**config.mk**
```make
export PLATFORM = sky130hd
export DESIGN_NAME = mem_stage_ls_flat
export DESIGN_NICKNAME = d
export VERILOG_FILES = /design/src/rtl/mem_stage_ls_if.sv /design/src/rtl/mem_stage_ls.sv /design/src/flat_wrapper.sv
export SDC_FILE = /design/constraint.sdc
export NUM_CORES = 1
export LEC_CHECK = 0
export BUFFER_PORTS_ARGS = -buffer_cell sky130_fd_sc_hd__buf_2
export CAP_MARGIN = 20
export CORE_MARGIN = 3
export CORE_UTILIZATION = 35
export CTS_CLUSTER_DIAMETER = 200
export DETAILED_ROUTE_END_ITERATION = 7
export RECOVER_POWER = 50
export SLEW_MARGIN = 10
export SYNTH_ARGS = -nofsm -noshare
export SYNTH_HDL_FRONTEND = slang
export SYNTH_SLANG_ARGS = --single-unit
```
**constraint.sdc**
```tcl
create_clock -name clk -period 2 [get_ports clk]
set_input_delay 0.1 -clock clk [delete_from_list [all_inputs] [get_ports clk]]
set_output_delay 0.1 -clock clk [all_outputs]
set_load 0.02 [all_outputs]
```
**src/rtl/mem_stage_ls_if.sv**
```systemverilog
// Handshake and data bundle around the memory stage: upstream entry,
// load response, downstream handshake and hazard-check view.
//
// Handshake semantics (all channels): a transfer happens on a rising edge
// where the producer's valid and the consumer's ready/allow are both 1.
// A producer holds its payload stable while valid=1 and ready=0.
interface mem_stage_ls_if #(
   parameter int XLEN = 32,
   parameter int RA_W = 5
) ();
   localparam int ES_WD = 1 + 1 + 3 + RA_W + 2 * XLEN;
   localparam int WS_WD = 1 + RA_W + 2 * XLEN;

   logic               es_to_ms_valid;
   logic [ES_WD-1:0]   es_to_ms_bus;
   logic               ms_allow_in;
   logic               ms_flush;
   logic               data_sram_data_ok;
   logic [XLEN-1:0]    data_sram_rdata;
   logic               ws_allow_in;
   logic               ms_to_ws_valid;
   logic [WS_WD-1:0]   ms_to_ws_bus;
   logic [RA_W+2:0]    ms_to_che_bus;

   // Stage side
   modport slave (
      input  es_to_ms_valid, es_to_ms_bus, ms_flush,
             data_sram_data_ok, data_sram_rdata, ws_allow_in,
      output ms_allow_in, ms_to_ws_valid, ms_to_ws_bus, ms_to_che_bus
   );

   // Surrounding pipeline / memory side
   modport master (
      output es_to_ms_valid, es_to_ms_bus, ms_flush,
             data_sram_data_ok, data_sram_rdata, ws_allow_in,
      input  ms_allow_in, ms_to_ws_valid, ms_to_ws_bus, ms_to_che_bus
   );
endinterface

```
**src/rtl/mem_stage_ls.sv**
```systemverilog
// Memory stage with a single entry slot: waits for load responses, extends
// load data by ld_op and byte offset, and forwards the result to writeback.
// Responses belonging to flushed loads are counted and discarded.
module mem_stage_ls #(
   parameter int XLEN = 32,
   parameter int RA_W = 5
) (
   input  logic                  clk,
   input  logic                  rst,
   mem_stage_ls_if.slave         ms_if,
   output logic [1:0]            dbg_state_o
);
   localparam int ES_WD = 1 + 1 + 3 + RA_W + 2 * XLEN;
   localparam int WS_WD = 1 + RA_W + 2 * XLEN;
   localparam int OFF_W = $clog2(XLEN / 8);

   typedef enum logic [1:0] {EMPTY = 2'd0, WAIT = 2'd1, READY = 2'd2} state_t;

   state_t           state_q, state_d;
   logic [1:0]       drop_cnt_q, drop_cnt_d;
   logic [ES_WD-1:0] entry_q, entry_d;
   logic [XLEN-1:0]  result_q, result_d;

   // Fields of the held entry
   logic             e_is_load, e_rf_we;
   logic [2:0]       e_ld_op;
   logic [RA_W-1:0]  e_dest;
   logic [XLEN-1:0]  e_pc, e_alu;
   logic             in_is_load;
   logic [XLEN-1:0]  in_alu;

   assign e_alu      = entry_q[XLEN-1:0];
   assign e_pc       = entry_q[2*XLEN-1:XLEN];
   assign e_dest     = entry_q[2*XLEN+RA_W-1:2*XLEN];
   assign e_ld_op    = entry_q[2*XLEN+RA_W+2:2*XLEN+RA_W];
   assign e_rf_we    = entry_q[ES_WD-2];
   assign e_is_load  = entry_q[ES_WD-1];
   assign in_is_load = ms_if.es_to_ms_bus[ES_WD-1];
   assign in_alu     = ms_if.es_to_ms_bus[XLEN-1:0];

   logic             allow_in, capture;
   logic [OFF_W-1:0] ld_off;
   logic [XLEN-1:0]  ld_shift, ld_ext;

   // While stale responses are outstanding no new entry may enter, so the
   // slot is always EMPTY whenever drop_cnt is non-zero.
   assign allow_in = (drop_cnt_q == 2'd0) &&
                     ((state_q == EMPTY) || ((state_q == READY) && ms_if.ws_allow_in));
   assign capture  = ms_if.es_to_ms_valid && allow_in;

   assign ld_off   = e_alu[OFF_W-1:0];
   assign ld_shift = ms_if.data_sram_rdata >> {ld_off, 3'b000};

   // Load data extension. For XLEN=32 the D and WU encodings reduce to the
   // full shifted word, which is exactly the W result.
   always_comb begin
      ld_ext = '0;
      case (e_ld_op)
         3'b000:  ld_ext = XLEN'($signed(ld_shift[31:0]));
         3'b001:  ld_ext = XLEN'($signed(ld_shift[7:0]));
         3'b010:  ld_ext = XLEN'($signed(ld_shift[15:0]));
         3'b011:  ld_ext = XLEN'(ld_shift[7:0]);
         3'b100:  ld_ext = XLEN'(ld_shift[15:0]);
         3'b101:  ld_ext = ld_shift;
         3'b110:  ld_ext = XLEN'(ld_shift[31:0]);
         default: ld_ext = '0;
      endcase
   end

   // Next-state: flush beats completion and capture; capture beats drain.
   always_comb begin
      state_d    = state_q;
      drop_cnt_d = drop_cnt_q;
      entry_d    = entry_q;
      result_d   = result_q;
      if (ms_if.ms_flush) begin
         state_d = EMPTY;
         if ((state_q == WAIT) && !ms_if.data_sram_data_ok)
            drop_cnt_d = drop_cnt_q + 2'd1;
      end else begin
         if (ms_if.data_sram_data_ok && (drop_cnt_q != 2'd0))
            drop_cnt_d = drop_cnt_q - 2'd1;
         case (state_q)
            EMPTY: ;
            WAIT: begin
               if (ms_if.data_sram_data_ok && (drop_cnt_q == 2'd0)) begin
                  state_d  = READY;
                  result_d = ld_ext;
               end
            end
            READY: begin
               if (ms_if.ws_allow_in) state_d = EMPTY;
            end
            default: state_d = EMPTY;
         endcase
         if (capture) begin
            entry_d  = ms_if.es_to_ms_bus;
            state_d  = in_is_load ? WAIT : READY;
            result_d = in_is_load ? '0 : in_alu;
         end
      end
   end

   // State and data registers
   always_ff @(posedge clk) begin
      if (rst) begin
         state_q    <= EMPTY;
         drop_cnt_q <= 2'd0;
         entry_q    <= '0;
         result_q   <= '0;
      end else begin
         state_q    <= state_d;
         drop_cnt_q <= drop_cnt_d;
         entry_q    <= entry_d;
         result_q   <= result_d;
      end
   end

   assign ms_if.ms_allow_in    = allow_in;
   assign ms_if.ms_to_ws_valid = (state_q == READY);
   assign ms_if.ms_to_ws_bus   = WS_WD'({e_rf_we, e_dest, e_pc, result_q});
   assign ms_if.ms_to_che_bus  = {(state_q != EMPTY), (state_q == WAIT), e_rf_we, e_dest};
   assign dbg_state_o          = state_q;

   // e_is_load only matters through the captured state; keep it visible.
   logic unused_ok;
   assign unused_ok = e_is_load;
endmodule
```
**src/flat_wrapper.sv**
```systemverilog
// flat-port wrapper written by rule: the top's interface ports become plain ports
module mem_stage_ls_flat 
#(
   parameter int XLEN = 32,
   parameter int RA_W = 5
)
  (clk, rst, dbg_state_o, ms_if_es_to_ms_valid, ms_if_es_to_ms_bus, ms_if_ms_flush, ms_if_data_sram_data_ok, ms_if_data_sram_rdata, ms_if_ws_allow_in, ms_if_ms_allow_in, ms_if_ms_to_ws_valid, ms_if_ms_to_ws_bus, ms_if_ms_to_che_bus);
  mem_stage_ls_if #(.XLEN(XLEN), .RA_W(RA_W)) ms_if_i ();
  input  logic clk;
  input  logic rst;
  output logic [1:0] dbg_state_o;
  input wire logic [$bits(ms_if_i.es_to_ms_valid)-1:0] ms_if_es_to_ms_valid;
  input wire logic [$bits(ms_if_i.es_to_ms_bus)-1:0] ms_if_es_to_ms_bus;
  input wire logic [$bits(ms_if_i.ms_flush)-1:0] ms_if_ms_flush;
  input wire logic [$bits(ms_if_i.data_sram_data_ok)-1:0] ms_if_data_sram_data_ok;
  input wire logic [$bits(ms_if_i.data_sram_rdata)-1:0] ms_if_data_sram_rdata;
  input wire logic [$bits(ms_if_i.ws_allow_in)-1:0] ms_if_ws_allow_in;
  output wire logic [$bits(ms_if_i.ms_allow_in)-1:0] ms_if_ms_allow_in;
  output wire logic [$bits(ms_if_i.ms_to_ws_valid)-1:0] ms_if_ms_to_ws_valid;
  output wire logic [$bits(ms_if_i.ms_to_ws_bus)-1:0] ms_if_ms_to_ws_bus;
  output wire logic [$bits(ms_if_i.ms_to_che_bus)-1:0] ms_if_ms_to_che_bus;
  assign ms_if_i.es_to_ms_valid = ms_if_es_to_ms_valid;
  assign ms_if_i.es_to_ms_bus = ms_if_es_to_ms_bus;
  assign ms_if_i.ms_flush = ms_if_ms_flush;
  assign ms_if_i.data_sram_data_ok = ms_if_data_sram_data_ok;
  assign ms_if_i.data_sram_rdata = ms_if_data_sram_rdata;
  assign ms_if_i.ws_allow_in = ms_if_ws_allow_in;
  assign ms_if_ms_allow_in = ms_if_i.ms_allow_in;
  assign ms_if_ms_to_ws_valid = ms_if_i.ms_to_ws_valid;
  assign ms_if_ms_to_ws_bus = ms_if_i.ms_to_ws_bus;
  assign ms_if_ms_to_che_bus = ms_if_i.ms_to_che_bus;
  mem_stage_ls #(.XLEN(XLEN), .RA_W(RA_W)) u_core (.clk(clk), .rst(rst), .ms_if(ms_if_i), .dbg_state_o(dbg_state_o));
endmodule
```
==> reports/results.ini, run 1 <==
[status]
status=complete, no violations

[final_layout]
layout-drive-gt1-share_pct=22.2
final_cell_count_no_fill=851
final_nets=815
fill_cells=1202
antennaDiodeCount=0
area_delta_synth_final_pct=28.3

[floorplan]
die_area_um2=13600
start_util_pct=36.6
die_y_um=116
die_w_um=116
coreArea_um2=11700
ios=194
rows=39

[synthesis]
synth_edf_count=0
avgSynthCellArea_um2=7.83
synth_cell_types=45
yosys_most_used_dff=dfxtp_1
syn_nets=657
ys_seq_area_share_pct=37.1
async_flop_share_pct=0
synth-seq-cells=79
yosysWarningCount=0
netlist_instances=545
netlist_area_um2=4270

[clock_network]
ctsHtreeMaxLevel=3
cts_root_buf=clkbuf_16
post-cts-setup-buffers=0
clk_pin_slew_ns=0.06
numCtsBuffers=9
tritoncts=built
cts_max_path_buffers=2
cts.sinks=79
clk-insertion-delay-late_ns=0.33

[critical_path]
path_delay_family=compound AO/OA/AOI/OAI gates
worstPathCellList=buf_4 -> mux2i_1 -> o21ai_0 -> nand2_1 -> a21o_1 -> a311oi_1
cp.required_ns=2.24
worst-r2r-cell-count=6
path_class=flip-flop to flip-flop
worst-path-buf-inv=1
worstSetupEndpointType=flip-flop
r2r-end=u_core.result_q[13]
crit_slowest_cell=dfxtp_1
arrival_ns=2.08
reg2reg_slack_ns=0.16
worstReg2RegStart=u_core.entry_q[1]
startpoint=u_core.entry_q[1]
startpoint_type=flip-flop
critPathMaxFanout=29
cp.depth=6
slowest_delay_ns=0.46
crit_path_end=u_core.result_q[13]

[run]
maxCapViolCount=0

[timing]
max_freq_ghz=0.544
fin_worst_skew_ns=0.00464
tns_ns=0
max_slew.worst_pin.slew_ns=0.529
hold_viol=0
slew_viol_final=0
period_share_pct=92.0
slew_headroom_pct=64.7
rsz0062_at_grt=false
layout_min_cycle_time_ns=1.84
setup_viol=0

[global_routing]
grt_pass1_vias=4011
grt_busiest_layer=met2
overflow=0
grt_max_degree=78
grt_use_met3_pct=2.75
grt_first_pass_wirelength_um=20000
antenna_found_initial=0
use_met2_pct=30.4
grt_usage_pct=18.5
grt_util_met1_pct=24.6

[route]
drtIter0Drc=260
firstDrtPassIters=4
drt-wirelength-per-cell_um=15.1
num_vias=4255
ant_nets=0
drt_wl_total_um=12800
viasPerCell=5.00
remaining_drc_errors=0

[min_path]
hold_class=input port to flip-flop

[power]
switching_share_pct=30.7
max-vdd-ir-drop_v=0.000335
leakagePower_nw=2.11
p_seq_share_pct=41.9
p_sw_mw=1.27
clock_power_share_pct=37.2
intPower_mw=2.87
power_frac_comb_pct=20.9
pwr_density_cell_nw_per_um2=756

[place]
dp_hpwl_um=9390
placedCellCount=807
numPortBuffers=193
gp_congestion=0.906

-- through the flow --
step	utilization [%]	power (mW)	hold slack [ns]	cell area, um^2	worst slack, ns
2_1_floorplan	-	2.34	0.179	4270	0.274
3_3_place_gp	42.9	2.61	0.330	5010	0.216
3_5_place_dp	42.9	2.62	0.335	5010	0.190
4_1_cts	47.8	4.22	0.000236	5570	0.166
5_1_grt	46.9	4.35	0.0103	5480	0.0117
6_report	46.9	4.14	0.00729	5480	0.160
-- state kept, by name, indices dropped and copies added, names as in the netlist --
signal,cells
u_core.entry_q,43
u_core.result_q,32
u_core.dbg_state_o,2
u_core.drop_cnt_q,2
-- cell type report --
class,instances,area [um^2],area share [%]
Multi-Input combinational cell,380,2150,39.3
Clock buffer,9,225,4.11
Inverter,3,11.3,0.206
Sequential cell,79,1580,28.9
Clock inverter,7,56.3,1.03
Timing Repair Buffer,230,1270,23.2
Tap cell,143,179,3.27
-- how the worst min path moves through the flow --
stage,to,cells after the start,from
after floorplan,u_core.dbg_state_o[0],1,ms_if_ms_flush
after global placement,u_core.entry_q[72],2,rst
after detailed placement,u_core.entry_q[33],2,rst
after CTS,u_core.entry_q[40],3,ms_if_es_to_ms_bus[40]
after global routing,u_core.entry_q[53],3,ms_if_es_to_ms_bus[53]
final,u_core.entry_q[37],3,ms_if_es_to_ms_bus[37]
-- worst min-delay path, stage by stage --
cell and delay (ns):
buf_2 0.09, nand2_1 0.05, a21oi_1 0.05
-- power by group through the flow --
stage	logic (mW)	clock network [mW]	registers (mW)
finish	0.863	1.54	1.73
global route	0.954	1.64	1.75
CTS	0.893	1.59	1.73
detailed placement	0.849	0	1.77
global placement	0.843	0	1.76
floorplan	0.530	0	1.81
-- what timing repair did --
| action | CTS | global route |
|---|---|---|
| resized for setup | 0 | 1 |
| endpoints found under the hold margin | 27 | 0 |
| endpoints found under the setup margin | 0 | 1 |
| hold buffers | 28 | 0 |
-- layer usage --
metal	share of wire (%)	wire length (um)
met1	43	5550
met2	48	6160
met3	6.9	883
met4	2.0	252
met5	0	0
-- cells in the final DEF, fill, tap and decap left out, drive strengths merged, types with 9 or more instances in the layout --
| master | n |
|---|---|
| a21oi | 69 |
| a311oi | 9 |
| dfxtp | 79 |
| buf | 123 |
| nor2 | 42 |
| nor3b | 11 |
| clkbuf | 88 |
| mux2i | 16 |
| a31oi | 9 |
| o21ai | 25 |
| nor2b | 19 |
| nand2 | 109 |
| a211oi | 24 |
| dlygate4sd3 | 28 |
-- cell families after synthesis --
group	share of synthesized area (%)
flip-flops	37.1
multiplexers	4.55
buffers and inverters	12.6
AO/OA/AOI/OAI	21.3
AND/OR/NAND/NOR	24.5
-- cell usage after synthesis (2+ instances only) --
cell	instances	share of area [%]
a211oi_1	24	4.2
a21o_1	7	1.2
a21oi_1	68	8.0
a311oi_1	9	1.8
a31oi_1	8	1.2
a32oi_1	2	0.41
and2b_1	2	0.35
buf_2	11	1.3
buf_4	47	8.3
buf_6	3	0.79
clkbuf_1	21	1.8
dfxtp_1	79	37
inv_1	3	0.26
mux2_2	3	0.79
mux2i_1	16	3.8
nand2_1	107	9.4
nand2_2	2	0.29
nand2b_1	2	0.29
nand3b_1	8	1.4
nor2_1	38	3.3
nor2_2	3	0.44
nor2b_1	19	2.8
nor3_1	2	0.23
nor3b_1	10	1.8
nor4_1	8	1.2
o21ai_0	24	2.8
Power figures use the tool's default switching activity.
==> inputs of run 2 (changes only) <==
Settings changed: CORE_UTILIZATION 35 to 38, PLACE_DENSITY from default to 0.67.
==> run 2 against run 1 <==
  * Final cell count grew 3.1%
  * Worst setup slack lost 0.012 ns
  * Routed wire length grew 3.2%
  * Sequential power is essentially flat
  * Total power is essentially flat
  * Utilization grew 5.4 points
  * Clock power shrank 3%
  * Global-route usage grew 2.0 points
  * Die area shrank 7.5%
  * Clock-buffer cell count is the same
==> reports/results.ini, run 2 (synthesis gave the netlist of run 1 again) <==
[power]
pwr_density_cell_nw_per_um2=727  ; was 756 nW/um^2
max-vdd-ir-drop_v=0.000340  ; was 0.000335 V
leakagePower_nw=2.21  ; was 2.11 nW

[timing]
slew_headroom_pct=48.7  ; was 64.7%
fin_worst_skew_ns=0.0133  ; was 0.00464 ns
layout_min_cycle_time_ns=1.85  ; was 1.84 ns
setup_viol=0  ; unchanged
period_share_pct=92.6  ; was 92.0%
rsz0062_at_grt=false  ; unchanged
max_freq_ghz=0.540  ; was 0.544 GHz
slew_viol_final=0  ; unchanged
max_slew.worst_pin.slew_ns=0.769  ; was 0.529 ns
hold_viol=0  ; unchanged
tns_ns=0  ; unchanged

[critical_path]
path_class=flip-flop to flip-flop  ; unchanged
worst-path-buf-inv=0  ; was 1
cp.depth=5  ; was 6
worstReg2RegStart=u_core.entry_q[1]  ; unchanged
critPathMaxFanout=16  ; was 29
slowest_delay_ns=0.44  ; was 0.46 ns
worstSetupEndpointType=flip-flop  ; unchanged
crit_path_end=u_core.result_q[22]  ; was u_core.result_q[13]
arrival_ns=2.06  ; was 2.08 ns
crit_slowest_cell=dfxtp_1  ; unchanged
startpoint=u_core.entry_q[1]  ; unchanged
startpoint_type=flip-flop  ; unchanged
reg2reg_slack_ns=0.15  ; was 0.16 ns
cp.required_ns=2.21  ; was 2.24 ns
path_delay_family=compound AO/OA/AOI/OAI gates  ; unchanged
r2r-end=u_core.result_q[22]  ; was u_core.result_q[13]
worst-r2r-cell-count=5  ; was 6
worstPathCellList=mux2_2 -> a22oi_1 -> a21oi_2 -> o21ai_4 -> a211oi_1  ; was buf_4 -> mux2i_1 -> o21ai_0 -> nand2_1 -> a21o_1 -> a311oi_1

[final_layout]
final_common_cell=buf_2  ; unchanged
largestRegisters=u_core.entry_q: 43 flops, u_core.result_q: 32 flops  ; unchanged
layout-drive-gt1-share_pct=22.1  ; was 22.2%
final_nets=841  ; was 815
area_delta_synth_final_pct=33.5  ; was 28.3%
final_cell_mix=114 x buf_2, 107 x nand2_1, 79 x clkbuf_1, 79 x dfxtp_1, 68 x a21oi_1  ; unchanged
largest_reg_flops=43  ; unchanged
top_register=u_core.entry_q  ; unchanged
final_cell_count_no_fill=877  ; was 851

[clock_network]
cts_root_buf=clkbuf_8  ; was clkbuf_16
tritoncts=built  ; unchanged
numCtsBuffers=9  ; unchanged
clk-insertion-delay-late_ns=0.36  ; was 0.33 ns
post-cts-setup-buffers=0  ; unchanged
ctsHtreeMaxLevel=3  ; unchanged
cts_max_path_buffers=2  ; unchanged
cts.sinks=79  ; unchanged
clk_pin_slew_ns=0.08  ; was 0.06 ns

[route]
drt-wirelength-per-cell_um=15.1  ; about the same
drt_wl_total_um=13300  ; was 12800 um
ant_nets=0  ; unchanged
drtIter0Drc=316  ; was 260
num_vias=4467  ; was 4255
firstDrtPassIters=5  ; was 4
viasPerCell=5.09  ; was 5.00
remaining_drc_errors=0  ; unchanged

[place]
dp_hpwl_um=9380  ; was 9390 um
numPortBuffers=193  ; unchanged
placedCellCount=809  ; was 807
gp_congestion=0.928  ; was 0.906

[min_path]
hold_class=input port to flip-flop  ; unchanged
hold_depth=3  ; unchanged

[floorplan]
ios=194  ; unchanged
die_w_um=112  ; was 116 um
rows=38  ; was 39
die_area_um2=12500  ; was 13600 um^2
coreArea_um2=10900  ; was 11700 um^2
die_y_um=112  ; was 116 um
start_util_pct=39.2  ; was 36.6%

[global_routing]
grt_usage_pct=20.5  ; was 18.5%
antenna_found_initial=3  ; was 0
grt_max_degree=44  ; was 78
grt_pass1_vias=4229  ; was 4011
grt_first_pass_wirelength_um=21000  ; was 20000 um
overflow=0  ; unchanged

[run]
maxCapViolCount=0  ; unchanged

[status]
status=complete, no violations  ; unchanged

[run 2: worst register-to-register path: cells and delay by family, from the launching register on]
kind	cells	cell delay, ns
mux	1	0.39
compound gates	4	0.88
flops	1	0.44
[run 2: cell type report]
type,instances,area [um^2]
well taps,140,175
inverters,3,11.3
clock inverters,7,124
flip-flops and latches,79,1580
clock buffers,9,124
repair buffers,256,1510
diodes,3,7.51
multi-input cells,380,2160
fillers,1079,5190
[run 2: metrics by stage]
step	utilization, %	power, mW	instance area [um^2]	worst slack (ns)	hold WS, ns
finish	52.3	4.14	5700	0.149	0.0169
global placement	46.3	2.60	5040	0.175	0.340
global route	52.3	4.34	5700	0.0547	0.00452
CTS	53.1	4.20	5780	0.105	0.000437
detailed placement	46.3	2.62	5040	0.102	0.346
floorplan	-	2.34	4270	0.274	0.179
[run 2: report_power, final]
part	switching (mW)	leakage [nW]	internal (mW)
logic	0.534	1.44	0.379
clock network	0.657	0.121	0.843
registers	0.0605	0.647	1.67
total	1.25	2.21	2.89
[run 2: per-layer routing]
metal  GRT usage (%)  part of all wire (%)
met5               0                     0
met4            10.7                   3.2
met3            3.37                   5.0
met2            33.9                    48
met1            25.7                    44
[run 2: what timing repair did]
item,CTS,global route
resized for setup,0,1
hold endpoints to repair,49,0
hold buffers,49,0
setup endpoints to repair,0,8
[run 2: worst min-delay path by stage]
stage                           start                    end
6_report        ms_if_es_to_ms_bus[8]     u_core.result_q[8]
5_1_grt         ms_if_es_to_ms_bus[8]     u_core.result_q[8]
4_1_cts         ms_if_es_to_ms_bus[8]     u_core.result_q[8]
3_5_place_dp   ms_if_es_to_ms_bus[39]     u_core.entry_q[39]
3_3_place_gp   ms_if_es_to_ms_bus[72]     u_core.entry_q[72]
2_1_floorplan          ms_if_ms_flush  u_core.dbg_state_o[0]
